**config.mk**
```make
export PLATFORM = sky130hd
export DESIGN_NAME = serv_csr_irq
export DESIGN_NICKNAME = d
export VERILOG_FILES = /design/src/rtl/serv_csr_pkg.sv /design/src/rtl/serv_irq_prio.sv /design/src/rtl/serv_csr_irq.sv
export SDC_FILE = /design/constraint.sdc
export NUM_CORES = 1
export LEC_CHECK = 0
export BUFFER_PORTS_ARGS = -buffer_cell sky130_fd_sc_hd__clkbuf_2
export CORE_UTILIZATION = 57
export CTS_CLUSTER_DIAMETER = 80
export CTS_CLUSTER_SIZE = 16
export DETAILED_ROUTE_END_ITERATION = 16
export PLACE_DENSITY = 0.91
export SYNTH_ARGS = -nofsm -noshare
export SYNTH_HDL_FRONTEND = slang
export SYNTH_SLANG_ARGS = --single-unit
export TNS_END_PERCENT = 100
```
**constraint.sdc**
```tcl
create_clock -name i_clk -period 4.3 [get_ports i_clk]
set_input_delay 0.215 -clock i_clk [delete_from_list [all_inputs] [get_ports i_clk]]
set_output_delay 0.215 -clock i_clk [all_outputs]
set_load 0.005 [all_outputs]
```
**src/rtl/serv_csr_pkg.sv**
```systemverilog
// Shared definitions for the bit-serial CSR/interrupt unit: CSR write sources,
// mcause codes and the bit positions of the interrupt-related CSR fields.
package serv_csr_pkg;

    typedef enum logic [1:0] {
        CSR_SOURCE_CSR = 2'd0,
        CSR_SOURCE_EXT = 2'd1,
        CSR_SOURCE_SET = 2'd2,
        CSR_SOURCE_CLR = 2'd3
    } csr_source_e;

    localparam logic [4:0] MCAUSE_MSI        = 5'd3;
    localparam logic [4:0] MCAUSE_MTI        = 5'd7;
    localparam logic [4:0] MCAUSE_MEI        = 5'd11;
    localparam logic [4:0] MCAUSE_LOCAL_BASE = 5'd16;
    localparam logic [4:0] MCAUSE_EBREAK     = 5'd3;
    localparam logic [4:0] MCAUSE_ECALL      = 5'd11;
    localparam logic [4:0] MCAUSE_LOAD       = 5'd4;
    localparam logic [4:0] MCAUSE_STORE      = 5'd6;
    localparam logic [4:0] MCAUSE_JUMP       = 5'd0;

    localparam int MSTATUS_MIE   = 3;
    localparam int MSTATUS_MPIE  = 7;
    localparam int IRQ_MSI_BIT   = 3;
    localparam int IRQ_MTI_BIT   = 7;
    localparam int IRQ_MEI_BIT   = 11;
    localparam int IRQ_LOCAL_BIT = 16;

    // mip and mie share one layout: MSI/MTI/MEI at 3/7/11, local lines from bit 16
    function automatic logic [31:0] irq_vec(input logic msi, input logic mti,
                                            input logic mei, input logic [15:0] lcl);
        return {lcl, 4'b0000, mei, 3'b000, mti, 3'b000, msi, 3'b000};
    endfunction

endpackage

```
**src/rtl/serv_irq_prio.sv**
```systemverilog
// Fixed-priority interrupt encoder: MEI, then MSI, then MTI, then local
// lines in ascending order. Inputs are expected to be already masked by mie.
module serv_irq_prio
    import serv_csr_pkg::*;
#(
    parameter int NIRQ = 4
) (
    input  logic            i_meip,
    input  logic            i_msip,
    input  logic            i_mtip,
    input  logic [NIRQ-1:0] i_lirq,
    output logic [4:0]      o_code,
    output logic            o_valid
);

    always_comb begin
        o_code = MCAUSE_JUMP;
        // Walk downwards so the lowest-numbered pending local line wins
        for (int k = NIRQ - 1; k >= 0; k--) begin
            if (i_lirq[k]) begin
                o_code = MCAUSE_LOCAL_BASE + 5'(k);
            end
        end
        if (i_mtip) begin
            o_code = MCAUSE_MTI;
        end
        if (i_msip) begin
            o_code = MCAUSE_MSI;
        end
        if (i_meip) begin
            o_code = MCAUSE_MEI;
        end
        o_valid = i_meip | i_msip | i_mtip | (|i_lirq);
    end

endmodule

```
**src/rtl/serv_csr_irq.sv**
```systemverilog
// Chunked CSR unit for the bit-serial core: mstatus MIE/MPIE, mie, live mip,
// mcause and the interrupt strobe logic, W bits per cycle at position i_cnt.
module serv_csr_irq
    import serv_csr_pkg::*;
#(
    parameter int    W              = 1,
    parameter int    NIRQ           = 4,
    parameter string RESET_STRATEGY = "MINI"
) (
    input  logic            i_clk,
    input  logic            i_rst_n,
    input  logic            i_en,
    input  logic [4:0]      i_cnt,
    input  logic            i_cnt_done,
    input  logic            i_trig_irq,
    input  logic            i_trap,
    input  logic            i_mret,
    input  logic            i_e_op,
    input  logic            i_ebreak,
    input  logic            i_mem_op,
    input  logic            i_mem_cmd,
    input  logic            i_msip,
    input  logic            i_mtip,
    input  logic            i_meip,
    input  logic [NIRQ-1:0] i_lirq,
    output logic            o_new_irq,
    input  logic            i_mstatus_en,
    input  logic            i_mie_en,
    input  logic            i_mip_en,
    input  logic            i_mcause_en,
    input  logic [1:0]      i_csr_source,
    input  logic            i_csr_d_sel,
    input  logic [W-1:0]    i_rf_csr_out,
    input  logic [W-1:0]    i_csr_imm,
    input  logic [W-1:0]    i_rs1,
    output logic [W-1:0]    o_csr_in,
    output logic [W-1:0]    o_q
);

    localparam bit DO_RST = (RESET_STRATEGY != "NONE");

    logic            mstatus_mie_q, mstatus_mie_d;
    logic            mstatus_mpie_q, mstatus_mpie_d;
    logic            mie_msie_q, mie_msie_d;
    logic            mie_mtie_q, mie_mtie_d;
    logic            mie_meie_q, mie_meie_d;
    logic [NIRQ-1:0] mie_lie_q, mie_lie_d;
    logic            mcause_int_q, mcause_int_d;
    logic [4:0]      mcause_code_q, mcause_code_d;
    logic            irq_r_q, irq_r_d;
    logic            new_irq_q, new_irq_d;
    logic [4:0]      irq_code_q, irq_code_d;

    logic            trap_take;
    logic            rst_hit;
    logic            irq_now;
    logic            prio_valid;
    logic [4:0]      prio_code;
    logic [4:0]      exc_code;
    logic [31:0]     mip_vec;
    logic [31:0]     mie_vec;
    logic [31:0]     csr_rd_vec;
    logic [W-1:0]    rd_chunk;
    logic [W-1:0]    csr_d;

    function automatic logic wr_hit(input int b, input logic en, input logic [4:0] cnt);
        return en && (int'(cnt) == b - (b % W));
    endfunction

    function automatic logic wr_val(input int b, input logic [W-1:0] data);
        logic [W-1:0] sh;
        sh = data >> (b % W);
        return sh[0];
    endfunction

    assign trap_take = i_trap & i_cnt_done;
    assign rst_hit   = DO_RST && !i_rst_n;
    assign mip_vec   = irq_vec(i_msip, i_mtip, i_meip, 16'(i_lirq));
    assign mie_vec   = irq_vec(mie_msie_q, mie_mtie_q, mie_meie_q, 16'(mie_lie_q));

    serv_irq_prio #(
        .NIRQ (NIRQ)
    ) u_prio (
        .i_meip  (i_meip & mie_meie_q),
        .i_msip  (i_msip & mie_msie_q),
        .i_mtip  (i_mtip & mie_mtie_q),
        .i_lirq  (i_lirq & mie_lie_q),
        .o_code  (prio_code),
        .o_valid (prio_valid)
    );

    assign irq_now = prio_valid & mstatus_mie_q;

    always_comb begin
        csr_rd_vec = '0;
        if (i_mstatus_en) begin
            csr_rd_vec[MSTATUS_MIE]  = mstatus_mie_q;
            csr_rd_vec[MSTATUS_MPIE] = mstatus_mpie_q;
            csr_rd_vec[12:11]        = 2'b11;
        end
        if (i_mie_en) begin
            csr_rd_vec = csr_rd_vec | mie_vec;
        end
        if (i_mip_en) begin
            csr_rd_vec = csr_rd_vec | mip_vec;
        end
        if (i_mcause_en) begin
            csr_rd_vec[4:0] = csr_rd_vec[4:0] | mcause_code_q;
            csr_rd_vec[31]  = csr_rd_vec[31] | mcause_int_q;
        end
    end

    assign rd_chunk = csr_rd_vec[i_cnt +: W];
    assign o_q      = i_rf_csr_out | (i_en ? rd_chunk : '0);
    assign csr_d    = i_csr_d_sel ? i_csr_imm : i_rs1;

    always_comb begin
        case (csr_source_e'(i_csr_source))
            CSR_SOURCE_EXT: o_csr_in = csr_d;
            CSR_SOURCE_SET: o_csr_in = o_q | csr_d;
            CSR_SOURCE_CLR: o_csr_in = o_q & ~csr_d;
            default:        o_csr_in = o_q;
        endcase
    end

    always_comb begin
        if (i_e_op) begin
            exc_code = i_ebreak ? MCAUSE_EBREAK : MCAUSE_ECALL;
        end else if (i_mem_op) begin
            exc_code = i_mem_cmd ? MCAUSE_STORE : MCAUSE_LOAD;
        end else begin
            exc_code = MCAUSE_JUMP;
        end
    end

    // Later assignments win: CSR write, then mret, then trap entry
    always_comb begin
        mstatus_mie_d  = mstatus_mie_q;
        mstatus_mpie_d = mstatus_mpie_q;
        mie_msie_d     = mie_msie_q;
        mie_mtie_d     = mie_mtie_q;
        mie_meie_d     = mie_meie_q;
        mie_lie_d      = mie_lie_q;
        mcause_int_d   = mcause_int_q;
        mcause_code_d  = mcause_code_q;
        irq_r_d        = irq_r_q;
        new_irq_d      = new_irq_q;
        irq_code_d     = irq_code_q;

        if (i_mstatus_en) begin
            if (wr_hit(MSTATUS_MIE, i_en, i_cnt))  mstatus_mie_d  = wr_val(MSTATUS_MIE, o_csr_in);
            if (wr_hit(MSTATUS_MPIE, i_en, i_cnt)) mstatus_mpie_d = wr_val(MSTATUS_MPIE, o_csr_in);
        end
        if (i_mie_en) begin
            if (wr_hit(IRQ_MSI_BIT, i_en, i_cnt)) mie_msie_d = wr_val(IRQ_MSI_BIT, o_csr_in);
            if (wr_hit(IRQ_MTI_BIT, i_en, i_cnt)) mie_mtie_d = wr_val(IRQ_MTI_BIT, o_csr_in);
            if (wr_hit(IRQ_MEI_BIT, i_en, i_cnt)) mie_meie_d = wr_val(IRQ_MEI_BIT, o_csr_in);
            for (int k = 0; k < NIRQ; k++) begin
                if (wr_hit(IRQ_LOCAL_BIT + k, i_en, i_cnt)) begin
                    mie_lie_d[k] = wr_val(IRQ_LOCAL_BIT + k, o_csr_in);
                end
            end
        end
        if (i_mcause_en) begin
            for (int b = 0; b < 5; b++) begin
                if (wr_hit(b, i_en, i_cnt)) mcause_code_d[b] = wr_val(b, o_csr_in);
            end
            if (wr_hit(31, i_en, i_cnt)) mcause_int_d = wr_val(31, o_csr_in);
        end

        if (i_mret) begin
            mstatus_mie_d  = mstatus_mpie_q;
            mstatus_mpie_d = 1'b1;
        end
        if (trap_take) begin
            mstatus_mpie_d = mstatus_mie_q;
            mstatus_mie_d  = 1'b0;
            mcause_int_d   = new_irq_q;
            mcause_code_d  = new_irq_q ? irq_code_q : exc_code;
        end

        // The code is captured here and frozen until the next strobe
        if (i_trig_irq) begin
            irq_r_d    = irq_now;
            new_irq_d  = irq_now & ~irq_r_q;
            irq_code_d = prio_code;
        end
    end

    always_ff @(posedge i_clk) begin
        if (rst_hit) begin
            mstatus_mie_q  <= 1'b0;
            mstatus_mpie_q <= 1'b0;
            mie_msie_q     <= 1'b0;
            mie_mtie_q     <= 1'b0;
            mie_meie_q     <= 1'b0;
            mie_lie_q      <= '0;
            irq_r_q        <= 1'b0;
            new_irq_q      <= 1'b0;
        end else begin
            mstatus_mie_q  <= mstatus_mie_d;
            mstatus_mpie_q <= mstatus_mpie_d;
            mie_msie_q     <= mie_msie_d;
            mie_mtie_q     <= mie_mtie_d;
            mie_meie_q     <= mie_meie_d;
            mie_lie_q      <= mie_lie_d;
            irq_r_q        <= irq_r_d;
            new_irq_q      <= new_irq_d;
        end
    end

    // mcause and the latched code have no reset value; they only hold during reset
    always_ff @(posedge i_clk) begin
        if (!rst_hit) begin
            mcause_int_q  <= mcause_int_d;
            mcause_code_q <= mcause_code_d;
            irq_code_q    <= irq_code_d;
        end
    end

    assign o_new_irq = new_irq_q;

endmodule

```
Yosys cells after proc, flatten, opt, wreduce, memory -nomap -nowiden

Cells that the tools add are included.

Bits in writable memories: 0
Output and inout bits: 3
Bits in registers: 22
Memory bits (read-only): 0
Memories kept: 0
Logic and storage cells: 136
Latch bits: 0

Equality and inequality tests: 14
Order comparisons: 0
Multipliers: 0
Bitwise gates (word level): 20
Reductions and logical operators: 44
Mux-type cells: 37
Shift-type cells: 1
Div/mod/pow operators: 0
$add $sub $neg: 0

Operator list:

| cell                                                 | number |
|---|---|
| two-way mux 5 bit                                    | 8 |
| two-way mux 32 bit                                   | 1 |
| bitwise OR 32 x 20 -> 32 bit                         | 1 |
| variable part select 32 x 6 -> 1 bit                 | 1 |
| equality test 5 bit (second input constant)          | 5 |
| two-way mux 20 bit                                   | 1 |
| bitwise OR 13 x 20 -> 20 bit                         | 1 |
| AND reduction 2 bit                                  | 10 |
| two-way mux 1 bit                                    | 19 |
| AND reduction 3 bit                                  | 6 |
| nonzero test 2 bit                                   | 9 |
| two-way mux 4 bit                                    | 4 |
| logical AND 1 bit                                    | 12 |
| equality test 5 x 3 -> 1 bit (second input constant) | 2 |
| equality test 5 x 4 -> 1 bit (second input constant) | 2 |
| bitwise AND 1 bit                                    | 7 |
| bitwise OR 1 bit                                     | 6 |
| nonzero test 3 bit                                   | 2 |
| equality test 5 x 1 -> 1 bit (second input constant) | 1 |
| equality test 5 x 2 -> 1 bit (second input constant) | 1 |
| logical NOT 5 bit                                    | 1 |
| bitwise OR 5 bit                                     | 1 |
| bitwise AND 4 bit                                    | 1 |
| equality test 2 bit (second input constant)          | 2 |
| other kinds (8)                                      | 12 |

Depth between registers and ports, before layout

Gate-level depths: netlist of run 1.

Depth in word-level cells: 16
Mapped depth: 7
Mapped depth without buffers: 5

Hierarchy

Synthesis of run 1 repeated with hierarchy kept, for this count alone.

Cells, all modules: 181
Area total of the unflattened synthesis: 1571.5 um2

By module, submodules not included:

| module        | instances | area each (um2) | cells each |
|---|---|---|---|
| serv_csr_irq  | 1         | 1492.7          | 170 |
| serv_irq_prio | 1         | 78.8            | 11 |

Worst setup path after synthesis of run 1

No wires, ideal clock.

Kind: input-to-reg
Start point: in i_mie_en
End point: reg mcause_code_q[1], data pin
Stages: 7
Buffers on the path: 2
Arrival: 1.685 ns
Path slack: 2.343 ns
Cell sequence: buf_4 > a221oi_1 > a2111oi_1 > nor4_1 > or2_1 > buf_4 > o32ai_1

Cells in the longest elaborated chain, start to end: 13
Elaborated cells on any way between the ends: 14
Those cells by class: shift (1); mux (8); bitwise (5)

Ends and longest elaborated chain:

| what                                                         | line                                     | source |
|---|---|---|
| from (decl)                                                  | serv_csr_irq.sv:28                       | `input logic i_mie_en,` |
| two-way mux 20 bit (*)                                       | serv_csr_irq.sv:101                      | `if (i_mie_en) begin` |
| bitwise OR 32 x 20 -> 32 bit                                 | serv_csr_irq.sv:105                      | `csr_rd_vec = csr_rd_vec \| mip_vec;` |
| two-way mux 32 bit (*)                                       | serv_csr_irq.sv:104                      | `if (i_mip_en) begin` |
| bitwise OR 5 bit                                             | serv_csr_irq.sv:108                      | `csr_rd_vec[4:0] = csr_rd_vec[4:0] \| mcause_code_q;` |
| two-way mux 5 bit                                            | serv_csr_irq.sv:107                      | `if (i_mcause_en) begin` |
| variable part select 32 x 6 -> 1 bit (*)                     | serv_csr_irq.sv:113                      | `assign rd_chunk = csr_rd_vec[i_cnt +: W];` |
| two-way mux 1 bit (*)                                        | serv_csr_irq.sv:114                      | `assign o_q = i_rf_csr_out \| (i_en ? rd_chunk : '0);` |
| bitwise OR 1 bit (*)                                         | serv_csr_irq.sv:114                      |  |
| bitwise AND 1 bit / bitwise OR 1 bit (equally long branches) | serv_csr_irq.sv:121, serv_csr_irq.sv:120 |  |
| one-hot mux 1 bit (3 select lines) (*)                       | serv_csr_irq.sv:118                      | `case (csr_source_e'(i_csr_source))` |
| two-way mux 1 bit (*)                                        | serv_csr_irq.sv:166                      | `if (wr_hit(b, i_en, i_cnt)) mcause_code_d[b] = wr_val(b, o_csr_in);` |
| two-way mux 5 bit (*)                                        | serv_csr_irq.sv:164                      | `if (i_mcause_en) begin` |
| two-way mux 5 bit (*)                                        | serv_csr_irq.sv:175                      | `if (trap_take) begin` |
| net mcause_code_d[1]                                         | serv_csr_irq.sv:49                       | `logic [4:0] mcause_code_q, mcause_code_d;` |
| to (signal assigned)                                         | serv_csr_irq.sv:216                      | `mcause_code_q <= mcause_code_d;` |
| to (decl)                                                    | serv_csr_irq.sv:49                       |  |

The timed path passes the listed nets; every way through them passes the cells marked *. The select of a mux whose other input is x is not followed.
A chain may end at the register's enable or synchronous reset.

Final worst setup path of run 1

Start point: reg mie_lie_q[3]
End point: out o_csr_in

Cells in the longest elaborated chain, start to end: 9
Elaborated cells on any way between the ends: 10
Those cells by class: shift (1); mux (4); bitwise (5)

Ends and longest elaborated chain:

| what                                                         | line                                     | source |
|---|---|---|
| from (decl)                                                  | serv_csr_irq.sv:47                       | `logic [NIRQ-1:0] mie_lie_q, mie_lie_d;` |
| from (signal assigned)                                       | serv_csr_irq.sv:206                      | `mie_lie_q <= mie_lie_d;` |
| bitwise OR 13 x 20 -> 20 bit (*)                             | serv_csr_irq.sv:102                      | `csr_rd_vec = csr_rd_vec \| mie_vec;` |
| two-way mux 20 bit (*)                                       | serv_csr_irq.sv:101                      |  |
| bitwise OR 32 x 20 -> 32 bit                                 | serv_csr_irq.sv:105                      |  |
| two-way mux 32 bit (*)                                       | serv_csr_irq.sv:104                      |  |
| variable part select 32 x 6 -> 1 bit (*)                     | serv_csr_irq.sv:113                      |  |
| two-way mux 1 bit (*)                                        | serv_csr_irq.sv:114                      |  |
| bitwise OR 1 bit (*)                                         | serv_csr_irq.sv:114                      |  |
| bitwise AND 1 bit / bitwise OR 1 bit (equally long branches) | serv_csr_irq.sv:121, serv_csr_irq.sv:120 |  |
| one-hot mux 1 bit (3 select lines) (*)                       | serv_csr_irq.sv:118                      |  |
| to (decl)                                                    | serv_csr_irq.sv:36                       | `output logic [W-1:0] o_csr_in,` |

Mark *: on every way between the ends. The rest lies on a longest branch, timed or not.

==> run_results.csv, run 1 <==
group,metric,value,unit
run_status,outcome,"completed",
place,place.gp.congestion,1.02,
die,die-area,2840,um^2
place,place_ws,2.09,ns
power,comb_power_share,19.6,%
clock_tree,clock_latency,0.31,ns
sta,max_freq,402,MHz
synth,synth_nets,207,
worst_hold_path,hold_class,"input pin to register",
drt,wire_per_inst,19.5,um
synth,postSynthAreaPerCell,8.61,um^2
sta,finalMaxSlewViolations,0,
critical_path,cpPeakStageDelay,0.48,ns
critical_path,path_buf_inv,2,
drt,first_iter_violations,138,
drt,via_count,1670,
sta,tns,0,ns
power,pwr-share-clk,33.0,%
cells_and_area,layout_commonest_cell,"clkbuf_2",
critical_path,cp.arrival,2.27,ns
grt,grtUsageMet2,58.5,%
clock_tree,path_clk_slew,0.13,ns
place,dpl_cell_area,1680,um^2
clock_tree,cts_buffers,3,
cells_and_area,finalNetCount,239,
die,fp.dieH,53.3,um
critical_path,crit_family,"simple AND/OR/NAND/NOR gates",
power,irDropWorstVdd,0.245,mV
grt,grtUsageTotal,34.5,%
clock_tree,tritoncts,"done",
sta,rsz0062_at_grt,"false",
critical_path,worstSetupPathType,"register to primary output",
sta,fin_crit,2.49,ns
critical_path,r2r-start,"mie_lie_q[3]",
synth,yosysWarnings,0,
die,die_w,53.3,um
synth,netlist_area,1500,um^2
critical_path,r2r_end,"mcause_code_q[1]",
grt,busiest_layer,"met2",
sta,worst_slew_pin_slew,0.621,ns
critical_path,path_depth,7,
cells_and_area,n_antenna_cell,0,
critical_path,required,4.09,ns
synth,synth_flop_cell,"edfxtp_1",
synth,synth_edf_count,11,
clock_tree,ctsHoldBuffers,0,
die,core,2480,um^2
drt,drtPass1Iterations,5,
critical_path,rr_worst_depth,6,
drt,drt_wl_total,4570,um
place,place_hpwl,3490,um
run,maxCapViolations,0,
clock_tree,cts_max_path_buffers,2,
drt,via_per_inst,7.11,
synth,netlist_instances,174,
grt,grt_pass1_wl,6800,um
critical_path,reg2reg_setup_slack,2.10,ns
cells_and_area,regArea,551,um^2
die,pin_count,36,
critical_path,cp_cell_sequence,"a22oi_1, a2111oi_1, nor4_1, buf_4, or2_1, nor2_1, clkbuf_2",
sta,slew_headroom,58.5,%
cells_and_area,area_growth,15.5,%
sta,fin_crit_sh,57.9,%
power,p_int,358,uW
power,leakagePower,0.000657,uW
drt,route.detailed.drc,0,
cells_and_area,multi_input_area,887,um^2
clock_tree,htree_levels,1,
place,placed_cells,231,
sta,fin_ws,1.81,ns
grt,grt_pass1_vias,1458,
synth,synth_seq_cells,22,
sta,fin_skew,0.00661,ns
die,start_util,60.5,%
grt,gr-usage-met3,4.02,%
grt,antenna_found_initial,0,
grt,grt_util_met1,43.8,%
cells_and_area,mostFrequentLayoutCells,"clkbuf_2 (35), nor2_1 (14), nand2_1 (14)",
critical_path,critPathLaunchType,"register",
sta,setup-violations-final,0,
clock_tree,clockRootBuffer,"clkbuf_4",
cells_and_area,postLayoutCoreUtil,69.8,%
cells_and_area,drive_gt1_share,24.4,%
clock_tree,post_cts.repair.setup_buffers,0,
critical_path,end_kind,"primary output",
synth,synthArstFlopShare,0,%
cells_and_area,final-instance-count-excl-fill,235,
die,rows,18,
place,io_buffers,35,
sta,final_hold_viol_count,0,
synth,seq_area_frac_synth,36.8,%
critical_path,path_max_fanout,8,
drt,ant_nets,0,
cells_and_area,finalInstanceArea,1730,um^2
critical_path,crit_end,"o_csr_in",
synth,yosysUniqueCellTypes,48,
critical_path,critPathLaunch,"mie_lie_q[3]",
clock_tree,cts_resized,0,
power,pwr-share-seq,47.4,%
grt,grt-ovfl-total,0,
critical_path,crit_path_top_delay_cell,"a2111oi_1",
cells_and_area,fill_cells,206,
power,p_sw_share,26.8,%
power,powerDensity,283,nW/um^2
power,power.net_switching,131,uW
grt,grt_max_degree,16,
clock_tree,cts_sinks,22,
## state kept, by name (all words and copies together) (netlist names)
signal / count
mie_msie_q: 1
irq_r_q: 1
mcause_int_q: 1
mie_meie_q: 1
mie_lie_q: 4
mcause_code_q: 5
o_new_irq: 1
mstatus_mie_q: 1
irq_code_q: 5
mstatus_mpie_q: 1
mie_mtie_q: 1
## worst min path at each step
| stage | start | end | depth (start not counted) |
|---|---|---|---|
| 6_report | i_mret | mstatus_mie_q | 3 |
| 5_1_grt | i_mret | mstatus_mie_q | 3 |
| 4_1_cts | i_mret | mstatus_mie_q | 3 |
| 3_5_place_dp | irq_r_q | irq_r_q | 2 |
| 3_3_place_gp | irq_r_q | irq_r_q | 2 |
| 2_1_floorplan | i_mret | mstatus_mie_q | 2 |
## worst reg2reg max path: stages, from the launching register on
cell       delay [ns]
dfxtp_1          0.41
a22oi_1          0.13
a2111oi_1        0.48
nor4_1           0.12
buf_4            0.19
or2_1            0.37
o32ai_1          0.33
## synth_stat cells, types with 5 or more instances
cell type	count	area, um^2
a211oi_1	5	37.5
a21oi_1	11	55.1
a22oi_1	5	37.5
and2_1	7	43.8
clkbuf_1	6	22.5
dfxtp_1	11	220
edfxtp_1	11	330
inv_1	5	18.8
nand2_1	14	52.6
nand3_1	13	65.1
nand4_1	5	31.3
nor2_1	14	52.6
o21ai_0	9	45.0
or4_1	5	37.5
## area by class of cell
class	instances	share of cell area, %
Inverter	5	1.09
Sequential cell	22	31.8
Clock inverter	1	1.74
Clock buffer	3	1.30
Tap cell	30	2.17
Timing Repair Buffer	36	10.6
Multi-Input combinational cell	138	51.3
## stage by stage
| step | hold slack, ns | total power (uW) |
|---|---|---|
| global placement | 0.464 | 325 |
| detailed placement | 0.486 | 329 |
| CTS | 0.164 | 487 |
| global route | 0.161 | 507 |
| finish | 0.194 | 489 |
| floorplan | 0.351 | 290 |
## cell families after synthesis
family	synth area share, %
xor gates and xnor gates	0.585
AOI/OAI and AO/OA	29.7
muxes	2.09
buffers and inverters	4.01
and+or+nand+nor	26.9
DFF	36.8
## metal layers
layer	share of wire, %	vias to the layer above
met2	47	121
met5	0	-
met1	40	785
met3	10	19
met4	2.8	0
li1	-	745
## power by group through the flow
stage,registers [uW],clock network (uW),logic [uW]
after global routing,232,173,102
after floorplan,234,0,55.2
final,232,161,95.9
after detailed placement,236,0,92.3
after CTS,232,163,92.7
after global placement,236,0,88.9
No activity file was read; power rests on OpenSTA's default activity.
==> inputs of run 2 (changes only) <==
CORE_UTILIZATION = 53   (was 57)
PLACE_DENSITY = 0.86   (was 0.91)
clock period = 2.6 ns   (was 4.3 ns; I/O delays follow)
==> run_results.csv, run 2 (same netlist as run 1, synthesis figures left out) <==
group,metric,value,unit
cells_and_area,mostFrequentLayoutCells,"clkbuf_2 (35), nor2_1 (14), nand2_1 (14)",
worst_hold_path,hold_class,"input pin to register",
drt,via_count,1556,
drt,drtPass1Iterations,5,
grt,grt_pass1_vias,1302,
sta,fin_skew,0.00760,ns
power,power.net_switching,215,uW
critical_path,cpPeakStageDelay,0.47,ns
grt,grt_pass1_wl,6150,um
die,start_util,58.3,%
power,leakagePower,0.000653,uW
cells_and_area,n_antenna_cell,0,
place,place_ws,0.272,ns
power,p_int,591,uW
grt,antenna_found_initial,0,
cells_and_area,area_growth,15.4,%
worst_hold_path,min-delay-start,"i_mret",
cells_and_area,drive_gt1_share,24.5,%
place,placed_cells,230,
place,dpl_cell_area,1670,um^2
sta,final_hold_viol_count,0,
clock_tree,clock_latency,0.32,ns
run,maxCapViolations,0,
sta,fin_crit_sh,93.8,%
die,rows,18,
power,pwr-share-seq,47.5,%
cells_and_area,reg_top3,"irq_code_q: 5 flops, mcause_code_q: 5 flops, mie_lie_q: 4 flops",
sta,worst_slew_pin_slew,0.564,ns
place,place_hpwl,3220,um
die,pin_count,36,
clock_tree,cts_max_path_buffers,2,
drt,first_iter_violations,114,
cells_and_area,finalNetCount,238,
sta,rsz0062_at_grt,"false",
clock_tree,htree_levels,1,
grt,grtUsageTotal,29.0,%
sta,slew_headroom,62.4,%
drt,ant_nets,0,
clock_tree,ctsHoldBuffers,0,
drt,route.detailed.drc,0,
power,irDropWorstVdd,0.436,mV
run_status,outcome,"completed",
sta,fin_ws,0.161,ns
sta,setup-violations-final,0,
die,die_w,55.2,um
cells_and_area,multi_input_area,893,um^2
place,io_buffers,35,
critical_path,r2r-start,"mie_mtie_q",
sta,finalMaxSlewViolations,0,
cells_and_area,final-instance-count-excl-fill,234,
drt,wire_per_inst,17.7,um
critical_path,crit_path_top_delay_cell,"a21oi_2",
sta,fin_crit,2.44,ns
clock_tree,clockRootBuffer,"clkbuf_4",
power,pwr-share-clk,33.5,%
critical_path,cp.arrival,2.31,ns
die,core,2570,um^2
worst_hold_path,whs_endpoint,"mstatus_mie_q",
cells_and_area,regArea,551,um^2
sta,fin_hold_ws,0.0605,ns
critical_path,crit_family,"compound AO/OA/AOI/OAI gates",
cells_and_area,fill_cells,230,
clock_tree,tritoncts,"done",
worst_hold_path,hold_path_depth,3,
critical_path,required,2.47,ns
critical_path,path_buf_inv,1,
critical_path,cp_cell_sequence,"a222oi_1, o221ai_1, and4bb_2, a21oi_2, nor2_1, clkbuf_2",
critical_path,reg2reg_setup_slack,0.39,ns
cells_and_area,finalInstanceArea,1730,um^2
place,place.gp.congestion,0.945,
clock_tree,cts_buffers,3,
clock_tree,path_clk_slew,0.14,ns
die,die-area,3040,um^2
drt,drt_wl_total,4140,um
critical_path,r2r_end,"mcause_code_q[1]",
grt,grt-ovfl-total,0,
sta,tns,0,ns
critical_path,path_max_fanout,9,
drt,via_per_inst,6.65,
critical_path,worstSetupPathType,"register to primary output",
clock_tree,cts_sinks,22,
grt,grt_max_degree,16,
cells_and_area,layout_commonest_cell,"clkbuf_2",
power,p_sw_share,26.7,%
die,fp.dieH,55.2,um
critical_path,critPathLaunchType,"register",
sta,max_freq,410,MHz
critical_path,rr_worst_depth,5,
power,powerDensity,467,nW/um^2
critical_path,end_kind,"primary output",
power,comb_power_share,19.0,%
run 2: cell types whose count changed in the layout (fill, tap and decap cells not counted):
cell	delta
buf_4	-1
nor4_1	-1
nor4_2	+1
run 2: repair_timing:
| action | in CTS | in global routing |
|---|---|---|
| setup buffers | 0 | 0 |
| endpoints found under the hold margin | 0 | 0 |
| gates resized for setup | 0 | 1 |
| endpoints found under the setup margin | 0 | 1 |
run 2: layout make-up:
| type | instances | area share, % |
|---|---|---|
| Inverter | 5 | 1.09 |
| Multi-Input combinational cell | 138 | 51.7 |
| Tap cell | 30 | 2.17 |
| Clock buffer | 3 | 1.30 |
| Timing Repair Buffer | 35 | 10.1 |
| Sequential cell | 22 | 31.9 |
| Clock inverter | 1 | 1.74 |
run 2: metrics by stage:
| step | power, uW | util, % |
|---|---|---|
| floorplan | 479 | - |
| global placement | 534 | 65.0 |
| detailed placement | 538 | 65.0 |
| CTS | 802 | 67.1 |
| global route | 835 | 67.3 |
| finish | 807 | 67.3 |
run 2: worst max-delay path by stage:
stage | startpoint | end | slack [ns] | cells after the start
global placement | i_mie_en | mcause_code_q[1] | 0.37 | 6
detailed placement | i_mie_en | mcause_code_q[1] | 0.27 | 6
CTS | mie_lie_q[0] | o_csr_in | 0.01 | 6
floorplan | mie_lie_q[2] | mcause_code_q[1] | 0.72 | 6
global route | mie_mtie_q | o_csr_in | 0.004 | 6
finish | mie_mtie_q | o_csr_in | 0.16 | 6
run 2: power groups by stage:
stage / Clock [uW] / Combinational [uW] / Sequential, uW
final: 270 / 153 / 383
after CTS: 270 / 149 / 383
after detailed placement: 0 / 148 / 391
after global routing: 285 / 165 / 384
after floorplan: 0 / 91.3 / 388
after global placement: 0 / 144 / 390
run 2: metal layers:
metal	share of wire (%)	global-route usage, %	wire (um)
met1	42	38.5	1720
met2	45	44.6	1860
met3	10	6.83	432
met4	3.0	12.1	126
met5	0	0	0
run 2: worst reg2reg max path, stage by stage (launching register included):
cell,delay [ns]
dfxtp_1,0.37
a222oi_1,0.46
o221ai_1,0.19
and4bb_2,0.28
a21oi_2,0.47
o32ai_1,0.18
==> inputs of run 3 (changes only) <==
CORE_UTILIZATION = 57   (was 53)
PLACE_DENSITY = 0.91   (was 0.86)
clock period = 3.1 ns   (was 2.6 ns; I/O delays follow)
==> run_results.csv, run 3 (same netlist as run 1, synthesis figures left out) <==
group,metric,value,unit
run_status,outcome,"completed",
clock_tree,htree_levels,1,
power,p_sw_share,27.3,%
cells_and_area,fill_cells,209,
grt,grt_max_degree,16,
cells_and_area,n_antenna_cell,0,
worst_hold_path,hold_path_depth,3,
worst_hold_path,whs_endpoint,"mstatus_mie_q",
sta,rsz0062_at_grt,"false",
critical_path,reg2reg_setup_slack,0.63,ns
critical_path,r2r_end,"mcause_code_q[4]",
clock_tree,cts_buffers,3,
grt,grt_pass1_vias,1531,
cells_and_area,finalNetCount,238,
die,rows,18,
clock_tree,path_clk_slew,0.14,ns
critical_path,cp_cell_sequence,"a221oi_1, a2111oi_1, nor4_1, or2_1, nor2_1, clkbuf_2",
critical_path,r2r-start,"mie_lie_q[2]",
critical_path,rr_worst_depth,5,
critical_path,critPathLaunchType,"register",
power,comb_power_share,19.2,%
power,irDropWorstVdd,0.263,mV
die,die_w,53.3,um
sta,final_hold_viol_count,0,
critical_path,required,2.94,ns
clock_tree,cts_max_path_buffers,2,
sta,worst_slew_pin_slew,1.00,ns
clock_tree,clock_latency,0.32,ns
place,dpl_cell_area,1670,um^2
die,start_util,60.5,%
critical_path,worstSetupPathType,"register to primary output",
grt,grtUsageTotal,34.0,%
critical_path,cp.arrival,2.60,ns
run,maxCapViolations,0,
drt,drtPass1Iterations,5,
cells_and_area,layout_commonest_cell,"clkbuf_2",
cells_and_area,finalInstanceArea,1720,um^2
clock_tree,post_cts.repair.setup_buffers,0,
power,leakagePower,0.000652,uW
critical_path,crit_path_top_delay_cell,"nor4_1",
die,core,2480,um^2
drt,via_count,1625,
drt,first_iter_violations,109,
sta,fin_crit_sh,88.8,%
grt,grt_pass1_wl,6800,um
cells_and_area,reg_top3,"irq_code_q: 5 flops, mcause_code_q: 5 flops, mie_lie_q: 4 flops",
drt,ant_nets,0,
critical_path,cpPeakStageDelay,0.88,ns
worst_hold_path,hold_class,"input pin to register",
power,pwr-share-clk,33.7,%
sta,fin_hold_ws,0.0955,ns
sta,finalMaxSlewViolations,0,
critical_path,path_max_fanout,8,
sta,slew_headroom,32.7,%
die,fp.dieH,53.3,um
drt,wire_per_inst,18.5,um
sta,tns,0,ns
clock_tree,tritoncts,"done",
grt,grt-ovfl-total,0,
power,pwr-share-seq,47.1,%
place,place_hpwl,3280,um
cells_and_area,drive_gt1_share,24.0,%
grt,antenna_found_initial,0,
sta,max_freq,363,MHz
drt,route.detailed.drc,0,
clock_tree,cts_sinks,22,
power,powerDensity,396,nW/um^2
sta,fin_skew,0.00235,ns
drt,drt_wl_total,4340,um
die,die-area,2840,um^2
clock_tree,ctsHoldBuffers,0,
critical_path,end_kind,"primary output",
cells_and_area,area_growth,15.0,%
die,pin_count,36,
place,place.gp.congestion,0.932,
cells_and_area,mostFrequentLayoutCells,"clkbuf_2 (35), nor2_1 (14), nand2_1 (14)",
place,placed_cells,230,
worst_hold_path,min-delay-start,"i_mret",
critical_path,critPathLaunch,"mie_lie_q[2]",
sta,fin_crit,2.75,ns
clock_tree,clockRootBuffer,"clkbuf_4",
drt,via_per_inst,6.94,
power,power.net_switching,186,uW
sta,setup-violations-final,0,
cells_and_area,final-instance-count-excl-fill,234,
place,io_buffers,35,
clock_tree,cts_resized,0,
power,p_int,496,uW
-- run 3: cell type report --
| cell class | instances | area, um^2 | area share, % |
|---|---|---|---|
| clock buffer | 3 | 22.5 | 1.31 |
| clock inverter | 1 | 30.0 | 1.74 |
| inverter | 5 | 18.8 | 1.09 |
| multi-input combinational | 138 | 887 | 51.5 |
| sequential | 22 | 551 | 32.0 |
| tap | 30 | 37.5 | 2.18 |
| timing repair buffer | 35 | 175 | 10.2 |
-- run 3: worst max path at each step --
stage                            end  slack (ns)  depth (start not counted)
floorplan           mcause_code_q[1]        1.20                          7
global placement    mcause_code_q[1]        0.79                          6
detailed placement  mcause_code_q[1]        0.64                          6
CTS                         o_csr_in        0.39                          6
global route                o_csr_in        0.19                          6
finish                      o_csr_in        0.35                          6
-- run 3: per-layer routing --
layer / up-vias / wire length [um] / GRT usage (%)
li1: 744 / - / -
met1: 724 / 1650 / 41.6
met2: 133 / 2010 / 55.8
met3: 24 / 494 / 6.03
met4: 0 / 178 / 18.4
met5: - / 0 / 0
-- run 3: power by group through the flow --
| stage | logic, uW | clock network, uW | registers, uW |
|---|---|---|---|
| after floorplan | 76.6 | 0 | 325 |
| after global placement | 122 | 0 | 327 |
| after detailed placement | 127 | 0 | 327 |
| after CTS | 128 | 224 | 321 |
| after global routing | 142 | 235 | 322 |
| final | 131 | 230 | 321 |
-- run 3: through the flow --
| stage | util [%] | power (uW) | worst slack [ns] |
|---|---|---|---|
| after global placement | 67.4 | 449 | 0.787 |
| after floorplan | - | 402 | 1.20 |
| after global routing | 69.5 | 699 | 0.192 |
| after detailed placement | 67.4 | 454 | 0.637 |
| final | 69.5 | 682 | 0.347 |
| after CTS | 69.5 | 672 | 0.388 |
-- run 3: worst max-delay path: cells and delay by family (launching register included) --
kind,cells,cell delay [ns]
DFF,1,0.36
AOI/OAI and AO/OA,2,0.39
and+or+nand+nor,3,1.40
buffers and inverters,1,0.13
